<file path="config.mk">
export PLATFORM = sky130hd
export DESIGN_NAME = stream_mux_n
export DESIGN_NICKNAME = d
export VERILOG_FILES = /design/src/rtl/stream_mux_pkg.sv /design/src/rtl/mux_rr_pick.sv /design/src/rtl/stream_mux_n.sv
export SDC_FILE = /design/constraint.sdc
export NUM_CORES = 1
export LEC_CHECK = 0
export CAP_MARGIN = 0
export CORE_ASPECT_RATIO = 0.5
export CORE_UTILIZATION = 49
export CTS_CLUSTER_SIZE = 20
export DETAILED_ROUTE_END_ITERATION = 10
export DONT_BUFFER_PORTS = 1
export PLACE_DENSITY_LB_ADDON = 0.08
export SKIP_LAST_GASP = 1
export SLEW_MARGIN = 20
export SYNTH_ARGS = -nofsm -noshare
export SYNTH_HDL_FRONTEND = slang
export SYNTH_SLANG_ARGS = --single-unit
</file>
<file path="constraint.sdc">
create_clock -name clk -period 12.2 [get_ports clk]
set_input_delay 2.44 -clock clk [delete_from_list [all_inputs] [get_ports clk]]
set_output_delay 2.44 -clock clk [all_outputs]
set_load 0.01 [all_outputs]
</file>
<file path="src/rtl/stream_mux_pkg.sv">
// Shared definitions for the N-to-1 streaming multiplexer.
package stream_mux_pkg;

   // Selection mode encoding
   localparam logic MODE_FIXED = 1'b0;
   localparam logic MODE_RR    = 1'b1;

   // Packet-lock state
   typedef enum logic {
      ST_IDLE   = 1'b0,
      ST_LOCKED = 1'b1
   } state_t;

endpackage : stream_mux_pkg

</file>
<file path="src/rtl/mux_rr_pick.sv">
// Rotate-priority search: first asserted request at or above ptr, wrapping to 0.
module mux_rr_pick #(
   parameter int unsigned N  = 8,
   parameter int unsigned SW = $clog2(N)
) (
   input  logic [N-1:0]  req,
   input  logic [SW-1:0] ptr,
   output logic          found,
   output logic [SW-1:0] idx
);

   // Two passes: indices >= ptr first, then the wrapped range from 0
   always_comb begin
      found = 1'b0;
      idx   = '0;
      for (int j = 0; j < N; j++) begin
         if (!found && req[j] && (SW'(j) >= ptr)) begin
            found = 1'b1;
            idx   = SW'(j);
         end
      end
      for (int j = 0; j < N; j++) begin
         if (!found && req[j]) begin
            found = 1'b1;
            idx   = SW'(j);
         end
      end
   end

endmodule : mux_rr_pick

</file>
<file path="src/rtl/stream_mux_n.sv">
// N-to-1 valid/ready stream mux with packet locking and fixed / round-robin selection.
module stream_mux_n
   import stream_mux_pkg::*;
#(
   parameter  int unsigned N  = 8,
   parameter  int unsigned W  = 8,
   localparam int unsigned SW = $clog2(N)
) (
   input  logic            clk,
   input  logic            rst,
   input  logic [N*W-1:0]  in_data,
   input  logic [N-1:0]    in_valid,
   input  logic [N-1:0]    in_last,
   output logic [N-1:0]    in_ready,
   input  logic            mode,
   input  logic [SW-1:0]   sel,
   output logic [W-1:0]    out_data,
   output logic            out_valid,
   output logic            out_last,
   output logic [SW-1:0]   out_chan,
   input  logic            out_ready
);

   state_t          state, state_nx;
   logic [SW-1:0]   lock_chan, lock_chan_nx;
   logic [SW-1:0]   ptr, ptr_nx;

   logic            load_c;
   logic            grant_c;
   logic [SW-1:0]   cand_c;
   logic            cand_valid_c;
   logic            cand_last_c;
   logic [W-1:0]    cand_data_c;
   logic            cand_ok_c;
   logic            rr_found_c;
   logic [SW-1:0]   rr_idx_c;

   assign load_c = !out_valid || out_ready;

   mux_rr_pick #(
      .N  (N),
      .SW (SW)
   ) u_rr_pick (
      .req   (in_valid),
      .ptr   (ptr),
      .found (rr_found_c),
      .idx   (rr_idx_c)
   );

   // Candidate channel: held lock, else fixed select, else round-robin winner
   always_comb begin
      cand_c = rr_idx_c;
      if (state == ST_LOCKED) begin
         cand_c = lock_chan;
      end else if (mode == MODE_FIXED) begin
         cand_c = sel;
      end
   end

   // Extract the candidate's beat; an out-of-range index matches no channel
   always_comb begin
      cand_valid_c = 1'b0;
      cand_last_c  = 1'b0;
      cand_data_c  = '0;
      for (int k = 0; k < N; k++) begin
         if (SW'(k) == cand_c) begin
            cand_valid_c = in_valid[k];
            cand_last_c  = in_last[k];
            cand_data_c  = in_data[k*W +: W];
         end
      end
   end

   // Grant qualification; the idle round-robin path uses the picker's found flag
   always_comb begin
      cand_ok_c = cand_valid_c;
      if (state == ST_IDLE && mode == MODE_RR) begin
         cand_ok_c = rr_found_c;
      end
      grant_c = load_c && cand_ok_c && !rst;
   end

   // Next-state, lock/pointer update and one-hot in_ready
   always_comb begin
      state_nx     = state;
      lock_chan_nx = lock_chan;
      ptr_nx       = ptr;
      in_ready     = '0;
      if (grant_c) begin
         for (int k = 0; k < N; k++) begin
            in_ready[k] = (SW'(k) == cand_c);
         end
         if (cand_last_c) begin
            state_nx = ST_IDLE;
            ptr_nx   = (cand_c == SW'(N - 1)) ? '0 : cand_c + SW'(1);
         end else begin
            state_nx     = ST_LOCKED;
            lock_chan_nx = cand_c;
         end
      end
   end

   // State, lock channel and round-robin pointer registers
   always_ff @(posedge clk or posedge rst) begin
      if (rst) begin
         state     <= ST_IDLE;
         lock_chan <= '0;
         ptr       <= '0;
      end else begin
         state     <= state_nx;
         lock_chan <= lock_chan_nx;
         ptr       <= ptr_nx;
      end
   end

   // Output beat register; data fields hold when no beat is loaded
   always_ff @(posedge clk or posedge rst) begin
      if (rst) begin
         out_valid <= 1'b0;
         out_data  <= '0;
         out_last  <= 1'b0;
         out_chan  <= '0;
      end else if (load_c) begin
         out_valid <= grant_c;
         if (grant_c) begin
            out_data <= cand_data_c;
            out_last <= cand_last_c;
            out_chan <= cand_c;
         end
      end
   end

endmodule : stream_mux_n

</file>
* Yosys cells after proc, flatten, opt, wreduce, memory -nomap -nowiden
Cells that the tools add are included.
Cells by class: bitwise logic cells 2, reductions and logical operators 48, order comparisons 8, mux-type cells 61, equal/unequal tests 8, $add $sub $neg 1
Operator list (count):
- 8-bit 2-to-1 mux | 9
- 3-bit 2-to-1 mux | 15
- 1-bit 2-to-1 mux | 35
- 1-bit logical AND | 26
- 1-bit zero test | 17
- 3-bit equality test, first input constant | 4
- 3-bit >= comparator, first input constant | 4
- 2-bit by 3-bit equality test with 1-bit output, first input constant | 2
- 1-bit by 3-bit >= comparator with 1-bit output, first input constant | 2
- 2-bit by 3-bit >= comparator with 1-bit output, first input constant | 2
- 2-bit AND reduction | 3
- 2-bit 2-to-1 mux | 2
- 3-bit by 1-bit adder with 3-bit output, second input constant | 1
- 1-bit by 3-bit equality test with 1-bit output, first input constant | 1
- 3-bit equality test, second input constant | 1
- 3-bit zero test | 1
- 1-bit NOT | 2
- 1-bit logical OR | 1
Storage, ports and cells: output and inout port bits 21, register bits 20, word-level logic and storage cells 135, input port bits 87

* Longest topological paths before layout
depth after elaboration 70, mapped depth 19

* Modules after synthesis
From an unflattened synthesis, not the netlist that was laid out.
Unflattened totals: cell total of the unflattened synthesis 271, area, all modules 2083.2 sq um
Modules (own cells, without submodules):
- stream_mux_n | cells an instance 219, instances 1, seq. area each 500.5 sq um, area each 1790.5 sq um
- mux_rr_pick | cells an instance 52, instances 1, seq. area each 0.0 sq um, area each 292.8 sq um

* Worst setup path before layout
OpenSTA, ideal clock, no wires.
kind input -> output, start point in in_valid[5], end point out in_ready[0], arrival time 5.592 ns, path slack 4.168 ns, stages on the path 17, path buffers 4, required time 9.760 ns, cell sequence buf_6 or3_4 o211a_1 nor3_1 a311oi_1 nor3_1 inv_1 ha_1 clkbuf_1 a21oi_1 a22oi_1 a31oi_1 nand4_1 o211a_1 buf_6 buf_6 and3_1
On the way: cells in the longest elaborated chain, start to end 50
RTL lines:
- start: declaration | RTL line stream_mux_n.sv:12 | input logic [N-1:0] in_valid,
- 1-bit logical AND (2 in a row) | RTL line mux_rr_pick.sv:17 | if (!found && req[j] && (SW'(j) >= ptr)) begin
- 1-bit 2-to-1 mux | RTL line mux_rr_pick.sv:17
- 1-bit zero test | RTL line mux_rr_pick.sv:17
- 1-bit logical AND (2 in a row) | RTL line mux_rr_pick.sv:17
- 1-bit 2-to-1 mux | RTL line mux_rr_pick.sv:17
- 1-bit zero test | RTL line mux_rr_pick.sv:17
- 1-bit logical AND (2 in a row) | RTL line mux_rr_pick.sv:17
- 1-bit 2-to-1 mux | RTL line mux_rr_pick.sv:17
- [24 not listed]
- 3-bit 2-to-1 mux (*) | RTL line stream_mux_n.sv:55 | end else if (mode == MODE_FIXED) begin
- 3-bit 2-to-1 mux (*) | RTL line stream_mux_n.sv:53 | if (state == ST_LOCKED) begin
- named net cand_c[1] | RTL line stream_mux_n.sv:30 | logic [SW-1:0] cand_c;
- 3-bit zero test | RTL line stream_mux_n.sv:66, stream_mux_n.sv:91
- 1-bit 2-to-1 mux (8 in a row) | RTL line stream_mux_n.sv:66 | if (SW'(k) == cand_c) begin
- 1-bit 2-to-1 mux | RTL line stream_mux_n.sv:77 | if (state == ST_IDLE && mode == MODE_RR) begin
- 1-bit logical AND (2 in a row) | RTL line stream_mux_n.sv:80 | grant_c = load_c && cand_ok_c && !rst;
- 8-bit 2-to-1 mux (*) | RTL line stream_mux_n.sv:89 | if (grant_c) begin
- end: declaration | RTL line stream_mux_n.sv:14 | output logic [N-1:0] in_ready,
The timed path passes the listed nets; every way through them passes the cells marked *.

* Worst setup path in the final report
start point in in_valid[0], end point out in_ready[4]
On the way: cells in the longest elaborated chain, start to end 69
RTL lines (RTL line):
- 1-bit logical AND | mux_rr_pick.sv:17
- 1-bit 2-to-1 mux | mux_rr_pick.sv:17
- 1-bit zero test | mux_rr_pick.sv:17
- 1-bit logical AND (2 in a row) | mux_rr_pick.sv:17
- 1-bit 2-to-1 mux | mux_rr_pick.sv:17
- 1-bit zero test | mux_rr_pick.sv:17
- 1-bit logical AND (2 in a row) | mux_rr_pick.sv:17
- 1-bit 2-to-1 mux | mux_rr_pick.sv:17
- [44 not listed]
- 3-bit 2-to-1 mux (*) | stream_mux_n.sv:55
- 3-bit 2-to-1 mux (*) | stream_mux_n.sv:53
- named net cand_c[1] | stream_mux_n.sv:30
- 3-bit zero test | stream_mux_n.sv:66
- 1-bit 2-to-1 mux (8 in a row) | stream_mux_n.sv:66
- 1-bit 2-to-1 mux | stream_mux_n.sv:77
- 1-bit logical AND (2 in a row) | stream_mux_n.sv:80
- 8-bit 2-to-1 mux (*) | stream_mux_n.sv:89
Marked as above.

==> impl_metrics.tcl <==
set metrics [dict create \
    overflow 0 \
    yosys-top-cells-area "dfrtp_1 (23%), a22o_1 (6.3%), a21oi_1 (4.8%)" \
    swShare 0.526 \
    p_int_uw 373 \
    netlist_area_um2 2210 \
    start_util 0.538 \
    worst_hold_path_type "reg2reg" \
    ff2ff_path_depth 13 \
    cellLeakagePower_nw 0.880 \
    wl_per_cell_um 22.0 \
    antenna_found_initial 0 \
    yosysWarnings 0 \
    switchingPower_uw 414 \
    worstHoldStart "lock_chan[0]" \
    ant_nets 0 \
    via_count 2234 \
    synth-main-ff-cell "dfrtp_1" \
    postCtsSetupBuffers 0 \
    gp_congestion 0.856 \
    synthDistinctLibCells 57 \
    power_density_nw_per_um2 351 \
    r2r-end "lock_chan[1]" \
    setup_tns_ns 0 \
    synth_seq_cells 20 \
    r2r_slack_ns 7.03 \
    max-cap-violations 0 \
    hold_viol 0 \
    track_usage 0.287 \
    p_clk_frac 0.087 \
    ys_seq_area_frac 0.227 \
    cts_tree "done" \
    path_max_fanout 27 \
    diodes 0 \
    die_area_um2 4800 \
    fmax_mhz 108 \
    wl_mm 6.82 \
    num_rows 16 \
    grtUsageMet3 0.0652 \
    drive_gt1_frac 0.0898 \
    clock_latency_ns 0.27 \
    yosysTopAreaCell "dfrtp_1" \
    layout_common_cells "a21oi_1 (21), dfrtp_1 (20), inv_1 (17)" \
    critPathKind "in2out" \
    io_buffers 0 \
    cp-end-kind "primary output" \
    grt_util_met2 0.457 \
    synthToLayoutAreaGrowth_pct 1.59 \
    slew_viol_final 0 \
    cp_data_required_time_ns 9.76 \
    cts_sinks 20 \
    rsz0062_at_grt "false" \
    setup_viol 0 \
    clk_pin_slew_worst_paths_ns 0.08 \
    min_to "lock_chan[0]" \
    dr.first_iter.drc_count 178 \
    first_global_vias 2165 \
    die_w_um 96.9 \
    synth-async-reset-ratio 1.00 \
    postSynthAreaPerCell_um2 8.12 \
    hpwl_mm 5.14 \
    cts.path.max_buffers 2 \
    fill_cells 408 \
    io_pins 108 \
    post-route-drc-count 0 \
    synth_edf_count 0 \
    pwr-share-comb 0.724 \
    seqPwrFrac 0.189 \
    worstSetupStartpointType "input pin" \
    worst_pin_slew_ns 1.04 \
    final_common_cell "a21oi_1" \
    relSlewSlack 0.306 \
    cts_buffers 3 \
    post-route-min-period_ns 9.29 \
    grt_most_used_layer "met2" \
    cts_hold_buf 0 \
    synth_top_area_share 0.227 \
    fin_nets 350 \
    core_um2 4100 \
    die_h_um 49.5 \
    status "completed" \
    worstPathArrival_ns 6.85 \
    grt_pass1_wl_mm 11.0 \
    use_met1 0.405 \
    finalCritPeriodShare 0.762 \
    ctsResizeCount 0 \
    synth_nets 365 \
    ctsHtreeMaxLevel 1 \
    r2r-start "ptr[1]" \
    viasPerCell 7.21 \
    drt_pass1_iterations 4 \
    root_buffer "clkbuf_8" \
    netlist_instances 272 \
    hold-path-cell-count 1 \
    grt_max_degree 28 \
    fin_util 0.547 \
    ir_drop_v 0.000144 \
    skew_ns 0.00772 \
]
state kept, by name, summed over array words and instances, names as in the netlist:
register,cells
ptr,3
out_last,1
lock_chan,3
state,1
out_data,8
out_chan,3
out_valid,1
synthesized netlist by cell type (all sizes together) (2+ instances only):
cell type,instances
nand4,9
nand3b,4
o32ai,2
a311oi,4
o211a,3
nor3,8
o22ai,9
a21oi,23
a22o,16
and3,4
or3,2
or2,2
clkbuf,10
mux2,4
buf,13
inv,18
dfrtp,20
nand2b,10
ha,6
o211ai,12
nor2,16
o21ai,6
o2111ai,2
a22oi,3
nand2,13
mux2i,10
nor2b,4
a221o,9
a31oi,13
a221oi,2
stage by stage:
step | hold WS (ns) | setup WS (ns) | power, mW | std cells | instance area (um^2)
after floorplan | 0.482 | 4.17 | 0.612 | 272 | 2210
after global placement | 0.504 | 3.11 | 0.705 | 306 | 2170
after detailed placement | 0.501 | 2.97 | 0.712 | 306 | 2170
after CTS | 0.530 | 2.94 | 0.783 | 310 | 2240
after global routing | 0.545 | 2.55 | 0.851 | 310 | 2240
final | 0.525 | 2.91 | 0.788 | 310 | 2240
kinds of logic (layout without fill, tap and decap cells):
kind of cell,Yosys count,after routing,synth area share
multiplexers,14,14,0.0691
buffers and inverters,42,26,0.0895
flip-flops,20,20,0.227
adder cells (fa/ha/maj),6,6,0.0340
AND/OR/NAND/NOR,76,76,0.188
AO/OA/AOI/OAI,114,114,0.393
per-layer routing:
layer | wire length, um | part of all wire
met1 | 3030 | 0.44
met2 | 3220 | 0.47
met3 | 492 | 0.072
met4 | 78 | 0.011
met5 | 0 | 0
final cells by class:
class,count,area (um^2),share of cell area
well taps,54,67.6,0.0301
clock buffers,3,41.3,0.0184
repair buffers,3,22.5,0.0100
flip-flops and latches,20,500,0.223
inverters,19,71.3,0.0318
multi-input cells,210,1510,0.673
clock inverters,1,30.0,0.0134
critical path, stage by stage:
cell      delay (ns)
nor4_1          0.44
nand2_1         0.11
nor3_1          0.31
a311oi_1        0.17
nor3_1          0.48
ha_1            0.29
ha_1            0.72
a2111o_1        0.17
a21oi_1         0.07
a311oi_1        0.39
o211a_1         0.91
and3_1          0.33
worst max path at each step:
stage | end | slack (ns) | cells past startpoint | from
3_5_place_dp | in_ready[4] | 2.97 | 12 | in_valid[0]
3_3_place_gp | in_ready[1] | 3.11 | 12 | in_valid[0]
6_report | in_ready[4] | 2.91 | 12 | in_valid[0]
5_1_grt | in_ready[5] | 2.55 | 12 | in_valid[0]
4_1_cts | in_ready[4] | 2.94 | 12 | in_valid[0]
2_1_floorplan | in_ready[0] | 4.17 | 17 | in_valid[5]
power groups by stage:
stage,clock [mW],combinational (mW),sequential [mW]
floorplan,0,0.481,0.131
CTS,0.0695,0.565,0.149
finish,0.0687,0.570,0.149
detailed placement,0,0.562,0.150
global route,0.0719,0.626,0.153
global placement,0,0.556,0.149
(Power assumes the default switching activity.)
